File: src/rtl/reorder_buffer.sv
// In-order retirement buffer: dispatch allocates at the tail, the CDB completes entries by tag,
// and the ready head retires through the register-file write port in the same cycle.
module reorder_buffer #(
    parameter int WIDTH   = 31,
    parameter int A_WIDTH = 4,
    parameter int DEPTH   = 8,
    parameter int T_WIDTH = 2
) (
    input  logic               clk,
    input  logic               reset,
    input  logic               alloc_valid,
    input  logic [A_WIDTH:0]   alloc_rd,
    input  logic               alloc_wen,
    output logic               alloc_ready,
    output logic [T_WIDTH:0]   alloc_tag,
    input  logic               cdb_valid,
    input  logic [T_WIDTH:0]   cdb_tag,
    input  logic [WIDTH:0]     cdb_data,
    input  logic               flush,
    output logic               regWrite,
    output logic [A_WIDTH:0]   wraddress,
    output logic [WIDTH:0]     wdata,
    output logic               commit_valid,
    output logic [T_WIDTH+1:0] count
);

    localparam logic [T_WIDTH+1:0] FULL    = (T_WIDTH+2)'(DEPTH);
    localparam logic [T_WIDTH+1:0] CNT_ONE = (T_WIDTH+2)'(1);
    localparam logic [T_WIDTH:0]   TAG_ONE = (T_WIDTH+1)'(1);

    logic [DEPTH-1:0]   busy_q, busy_d;
    logic [DEPTH-1:0]   ready_q, ready_d;
    logic [DEPTH-1:0]   wen_q;
    logic [A_WIDTH:0]   rd_q   [DEPTH];
    logic [WIDTH:0]     data_q [DEPTH];
    logic [T_WIDTH:0]   head_q, head_d;
    logic [T_WIDTH:0]   tail_q, tail_d;
    logic [T_WIDTH+1:0] count_q, count_d;

    logic do_alloc;
    logic do_cdb;

    always_comb begin
        alloc_ready  = (count_q != FULL);
        alloc_tag    = tail_q;
        do_alloc     = alloc_valid & alloc_ready & ~flush;
        // A completion aimed at the slot being allocated this cycle belongs to a dead instruction.
        do_cdb       = cdb_valid & ~flush & busy_q[cdb_tag] & ~(do_alloc & (cdb_tag == tail_q));
        commit_valid = busy_q[head_q] & ready_q[head_q] & ~flush;
        regWrite     = commit_valid & wen_q[head_q] & (rd_q[head_q] != '0);
        wraddress    = rd_q[head_q];
        wdata        = data_q[head_q];
        count        = count_q;
    end

    always_comb begin
        busy_d  = busy_q;
        ready_d = ready_q;
        head_d  = head_q;
        tail_d  = tail_q;
        count_d = count_q;
        if (flush) begin
            busy_d  = '0;
            ready_d = '0;
            head_d  = '0;
            tail_d  = '0;
            count_d = '0;
        end else begin
            if (do_cdb) begin
                ready_d[cdb_tag] = 1'b1;
            end
            if (commit_valid) begin
                busy_d[head_q] = 1'b0;
                head_d         = head_q + TAG_ONE;
            end
            if (do_alloc) begin
                busy_d[tail_q]  = 1'b1;
                ready_d[tail_q] = 1'b0;
                tail_d          = tail_q + TAG_ONE;
            end
            case ({do_alloc, commit_valid})
                2'b10:   count_d = count_q + CNT_ONE;
                2'b01:   count_d = count_q - CNT_ONE;
                default: count_d = count_q;
            endcase
        end
    end

    always_ff @(posedge clk or posedge reset) begin
        if (reset) begin
            busy_q  <= '0;
            ready_q <= '0;
            wen_q   <= '0;
            head_q  <= '0;
            tail_q  <= '0;
            count_q <= '0;
            for (int i = 0; i < DEPTH; i++) begin
                rd_q[i]   <= '0;
                data_q[i] <= '0;
            end
        end else begin
            busy_q  <= busy_d;
            ready_q <= ready_d;
            head_q  <= head_d;
            tail_q  <= tail_d;
            count_q <= count_d;
            if (do_alloc) begin
                rd_q[tail_q]  <= alloc_rd;
                wen_q[tail_q] <= alloc_wen;
            end
            if (do_cdb) begin
                data_q[cdb_tag] <= cdb_data;
            end
        end
    end

endmodule
File: config.mk
export PLATFORM = sky130hd
export DESIGN_NAME = reorder_buffer
export DESIGN_NICKNAME = d
export VERILOG_FILES = /design/src/rtl/reorder_buffer.sv
export SDC_FILE = /design/constraint.sdc
export NUM_CORES = 1
export LEC_CHECK = 0
export CORE_UTILIZATION = 35
export CTS_CLUSTER_SIZE = 12
export DETAILED_ROUTE_END_ITERATION = 10
export PLACE_DENSITY = 0.51
export SETUP_SLACK_MARGIN = 0.4
export SYNTH_ARGS = -nofsm -noshare
export SYNTH_HDL_FRONTEND = slang
export SYNTH_SLANG_ARGS = --single-unit
File: constraint.sdc
create_clock -name clk -period 11.6 [get_ports clk]
set_input_delay 1.16 -clock clk [delete_from_list [all_inputs] [get_ports clk]]
set_output_delay 1.16 -clock clk [all_outputs]
set_load 0.02 [all_outputs]
# After elaboration in Yosys (flattened, before gate mapping)
# Cells that the tools add are included.
[word_totals]
register_bits = 330
input_bits = 46
elab_cells = 112
[op_classes]
add_sub_neg = 4
order_cmp = 11
eq_ne = 4
mux = 41
bitwise = 21
n_reduce_logical = 9
[ops]
columns = ["cell", "count"]
rows = [
  ["bitwise mux 256 bit", 1],
  ["binary-select mux 32 bit (select 3 bit)", 1],
  ["demux 32 bit (select 3 bit)", 1],
  ["2-to-1 mux 32 bit", 3],
  ["2-to-1 mux 8 bit", 8],
  ["bitwise mux 40 bit", 1],
  ["AND 8 bit", 2],
  ["inverter 8 bit", 2],
  ["bitwise OR 8 bit", 2],
  ["binary-select mux 5 bit (select 3 bit)", 1],
  ["demux 5 bit (select 3 bit)", 1],
  ["2-to-1 mux 5 bit", 3],
  ["binary-select mux 1 bit (select 3 bit)", 4],
  [">= comparator 4 bit (second input constant)", 3],
  ["less-than comparator 3 x 4 -> 1 bit (second input constant)", 3],
  ["2-to-1 mux 3 bit", 4],
  ["inverter 3 -> 4 bit", 3],
  ["AND 1 bit", 10],
  ["demux 1 bit (select 3 bit)", 3],
  [">= comparator 3 x 1 -> 1 bit (second input constant)", 3],
  ["bitwise mux 8 bit", 1],
  ["less-than comparator 4 x 1 -> 1 bit (second input constant)", 2],
  ["case mux 4 bit (2 select lines)", 1],
  ["2-to-1 mux 1 bit", 7],
  ["13 further kinds", 20],
]

# Depth between registers and ports, before layout
[logic_depth]
depth_word = 11
mapped_depth = 10
ltp_nobuf = 9

# Least setup slack after synthesis
# No wires, ideal clock.
[synth_path]
path_kind = "in2out"
start = "in flush"
end = "out regWrite"
t_arrival_ps = 2553
required_ps = 10440
setup_slack_ps = 7887
stages = 3
cell_sequence = "buf_2 > clkbuf_1 > a2111oi_0"
[synth_via]
elab_chain_cells = 4
[synth_lines]
columns = ["item", "line", "source"]
rows = [
  ["start, declared", "19", "input logic flush,"],
  ["inverter 1 bit", "49", "commit_valid = busy_q[head_q] & ready_q[head_q] & ~flush;"],
  ["AND 1 bit", "49", ""],
  ["AND 1 bit (2 in series)", "50", "regWrite = commit_valid & wen_q[head_q] & (rd_q[head_q] != '0);"],
  ["end, declared", "20", "output logic regWrite,"],
]
# Every way passes these cells.

# Worst setup path after layout
[layout_path]
start = "reg head_q[2]"
end = "out regWrite"
[layout_via]
elab_chain_cells = 6
elab_cells_between_ends = 15
classes_between = "9 x mux; 5 x bitwise; 1 x reduce/logical"
[layout_lines]
columns = ["item", "line", "source"]
rows = [
  ["start, declared", "36", "logic [T_WIDTH:0] head_q, head_d;"],
  ["start signal, assigned", "94", "head_q <= '0;"],
  ["start signal, assigned", "104", "head_q <= head_d;"],
  ["binary-select mux 1 bit (select 3 bit) or inverter 3 -> 4 bit (tied branches)", "49, 50", ""],
  ["2-to-1 mux 1 bit (not written as such) or binary-select mux 5 bit (select 3 bit) (tied branches)", "49, 50", ""],
  ["AND 1 bit or 2-to-1 mux 5 bit (tied branches) (2 in series)", "49, 50", ""],
  ["AND 1 bit or nonzero test 5 bit (tied branches)", "50", ""],
  ["AND 1 bit (*)", "50", ""],
]
# Mark *: on every way between the ends. The rest lies on a longest branch, timed or not. The select of a mux whose other input is x is not followed.

==> summary by stage <==
Routing
In this run the remaining antenna-violating nets after routing total 0. The average wire per cell in the routed design is 21.82 um. The first-pass detailed-route iteration total is 4. The sum of routed wire length over all layers is 35,960 um. The total DRC errors in the routed layout is 0. The DRC marker count from the first detailed-route iteration is 478. The routed layout has 8,599 vias. The number of vias per cell after detailed routing is 5.218.

Layout
In the final layout, the share of cells above drive strength 1 is 49.06%. The number of nets at the end of the flow is 1,087. The signed area change from the synthesized netlist to the final layout is 17.32%. The post-layout utilization of the core is 41.84%.

Logic synthesis
The area fraction of the dominant cell type after synthesis is 53.40%. The synthesized netlist occupies a cell area of 0.01546 sq mm. In the post-synthesis netlist, the cell with the most instances is mux2_2.

Synthesis produced a netlist with a net count of 1,001. Yosys attributes the largest share of cell area to dfrtp_1, mux2_2, mux4_2. Counting flops with a built-in enable in the synthesized netlist gives 0.

The average footprint of a synthesized cell is 16.28 sq um. By count the netlist is led by mux2_2, dfrtp_1, mux4_2, buf_2, buf_6. The fraction of registers with async set/reset is 100.0%.

Summing the sequential cell areas from Yosys gives 53.40% of the chip area. In this run, distinct cell masters in the synthesized netlist total 58. Synthesis inferred 330 register bits.

Of all cell types, the one taking the most synthesized area is dfrtp_1. The dominant synthesized flop cell is dfrtp_1. Synthesis produced a netlist whose cell count is 950. The number of warnings issued by yosys is 0.

Min path
The type of the worst min-delay path is register to register.

Setup path
The sort of element at the start of the critical path is a register. The critical setup path kind is register to primary output. Walking the worst path, the cells encountered are buf_4 > mux2_4 > nand2_1 > a2111oi_0 > clkdlybuf4s50_1. The arrival time at the worst endpoint is 3.95 ns. The endpoint type of the worst setup path is a primary output. The standard cell with the maximum stage delay on the critical path is dfrtp_4. The longest individual stage delay on the worst path is 0.86 ns. Counting both buffers and inverters, the worst setup path holds a total of 2. The maximum fanout along the worst path is 48. The kind of cell with the highest combined delay along the critical path is buffers and inverters.

At the worst endpoint, the required time is 10.44 ns.

Floorplan
The starting utilization of the core area is 35.66%. Measured along the x axis, the die boundary spans 212.2 um. The number of rows created at floorplan is 76.

The chip height is 212.2 um. The area of the die is 0.04503 sq mm. The area of the core is 0.04336 sq mm.

The number of primary I/O pins is 93.

Clocking
The cell chosen for the clock root is clkbuf_16. TritonCTS built the clock tree. The clock transition time at the flip-flop clock pins of the worst setup and hold paths is 0.05 ns.

The clock buffer count from CTS is 39. The number of hold buffers added after CTS was 0. The clock tree synthesis step divided the H-tree into 2 levels. The clock sink total is 330.

The total of cells resized after clock tree synthesis is 0. Post-CTS timing repair inserted 0 buffers for setup. The clock network latency to the later pin of the worst-skew pair is 0.56 ns. In this run the deepest clock path goes through 3 buffers.

Power and ir drop
In this run the power density over the cells is 149.0 mW/mm^2. IR analysis of the VDD net gives a maximum drop of 0.07966 mV. The leakage power of the design is 8.262 nW.

Global routing
The first-pass GRT wire length is 57,730 um. The via count of the first global-routing pass is 9,461. The number of antenna violations at the first check in global routing is 2. Across every metal layer, demand over resource in global routing totals 16.99%. Entering global routing, the biggest net connects 176 pins. For this run the aggregate overflow at the end of global routing stands at 0.

Timing
The post-route worst setup slack is 6.488 ns. Setup repair after global routing left no endpoint under its margin. The aggregate negative setup slack is 0 ns. The number of pins exceeding their max-slew limit in the final report was 0.

Hold is met by 0.4915 ns. Of the available clock period, the critical path in the final layout requires 44.07%. The remaining max-slew budget at the tightest pin is 32.64%. The final-report setup violation count is 0. Between clock sinks in the finished design, the worst skew comes to 0.02133 ns. At the pin with the least slew margin, the transition time is 1.010 ns. Derived from the worst setup path, the maximum achievable clock frequency is 195.6 MHz. The clock period could shrink to 5.112 ns. The number of hold-slack violations in the final timing report is 0.

Placement
The wire-length estimate of the detail-placed layout is 19,820 um. The number of buffer cells added on primary ports is 92. At the placement stage, the worst setup path has a slack of 6.941 ns.

The routability congestion estimate is 0.7207.

Flow run
Max-cap violations in this run came to 0.

Outcome
The flow ran to the end, and the final reports show no timing, DRC or antenna violations.
[layout make-up]
type                            count  area (sq um)
Inverter                            6         30.03
Clock buffer                       55          1147
Clock inverter                     12         125.1
Antenna cell                        1         2.502
Multi-Input combinational cell    553          6802
Timing Repair Buffer              106          1039
Sequential cell                   330          8267
Fill cell                        4036         25220
Tap cell                          585         732.0
[placed cells by master (no fill, tap or decap), types with 9 or more instances in the layout]
cell / n
buf_4: 13
clkbuf_16: 40
nand2_1: 11
mux4_2: 79
a21oi_1: 11
nor2_1: 11
mux2_2: 335
clkbuf_8: 9
clkdlybuf4s50_1: 92
dfrtp_1: 327
[where the power goes]
group          internal, mW  switching (mW)
registers              1.22          0.0333
logic                 0.129           0.109
clock network         0.732           0.483
total                  2.08           0.625
[routing by layer]
layer  share of wire, %  wire length [um]  global-route usage (%)
met1                 47             17060                   24.31
met2                 47             16740                   26.12
met3                3.9              1415                   2.836
met4                2.0               729                   5.672
met5              0.025                 9                       0
[worst paths after layout]
check | depth (start not counted) | end | startpoint | slack, ns
setup / recovery | 5 | regWrite | head_q[2] | 6.49
hold / removal | 1 | data_q[102] | data_q[102] | 0.49
setup reg to reg | 9 | count[3] | head_q[2] | 7.37
hold reg to reg | 1 | data_q[102] | data_q[102] | 0.49
max in group asynchronous | 3 | data_q[155] | reset | 9.01
min in group asynchronous | 2 | data_q[69] | reset | 1.15
[kinds of logic after synthesis]
logic type / synth area share (%)
compound gates: 3.050
flops: 53.40
mux: 37.49
buf+inv: 2.864
xor+xnor: 0.3398
simple gates: 2.403
fa+ha+maj: 0.4531
[stage by stage]
step | total power, mW | cells | instance area (sq um)
finish | 2.704 | 1648 | 18140
global route | 2.829 | 1647 | 18140
global placement | 1.510 | 1580 | 16870
floorplan | 1.419 | 950 | 15460
CTS | 2.759 | 1647 | 18140
detailed placement | 1.514 | 1580 | 16870
[worst register-to-register path, cell delays in order, from the launching register on]
cell and delay, ns:
dfrtp_4 0.86, buf_4 0.82, mux2_4 0.37, nand2_1 0.20, nor3_1 0.41, ha_1 0.32, a21o_1 0.18, a221oi_1 0.35
nor4_1 0.11, or4b_1 0.48
[state kept, by name, summed over array words and instances, names as in the netlist]
signal,flops
alloc_tag,3
busy_q,8
head_q,3
rd_q,40
data_q,256
count,4
wen_q,8
ready_q,8
Note: power is estimated with default switching activity, not from simulation.
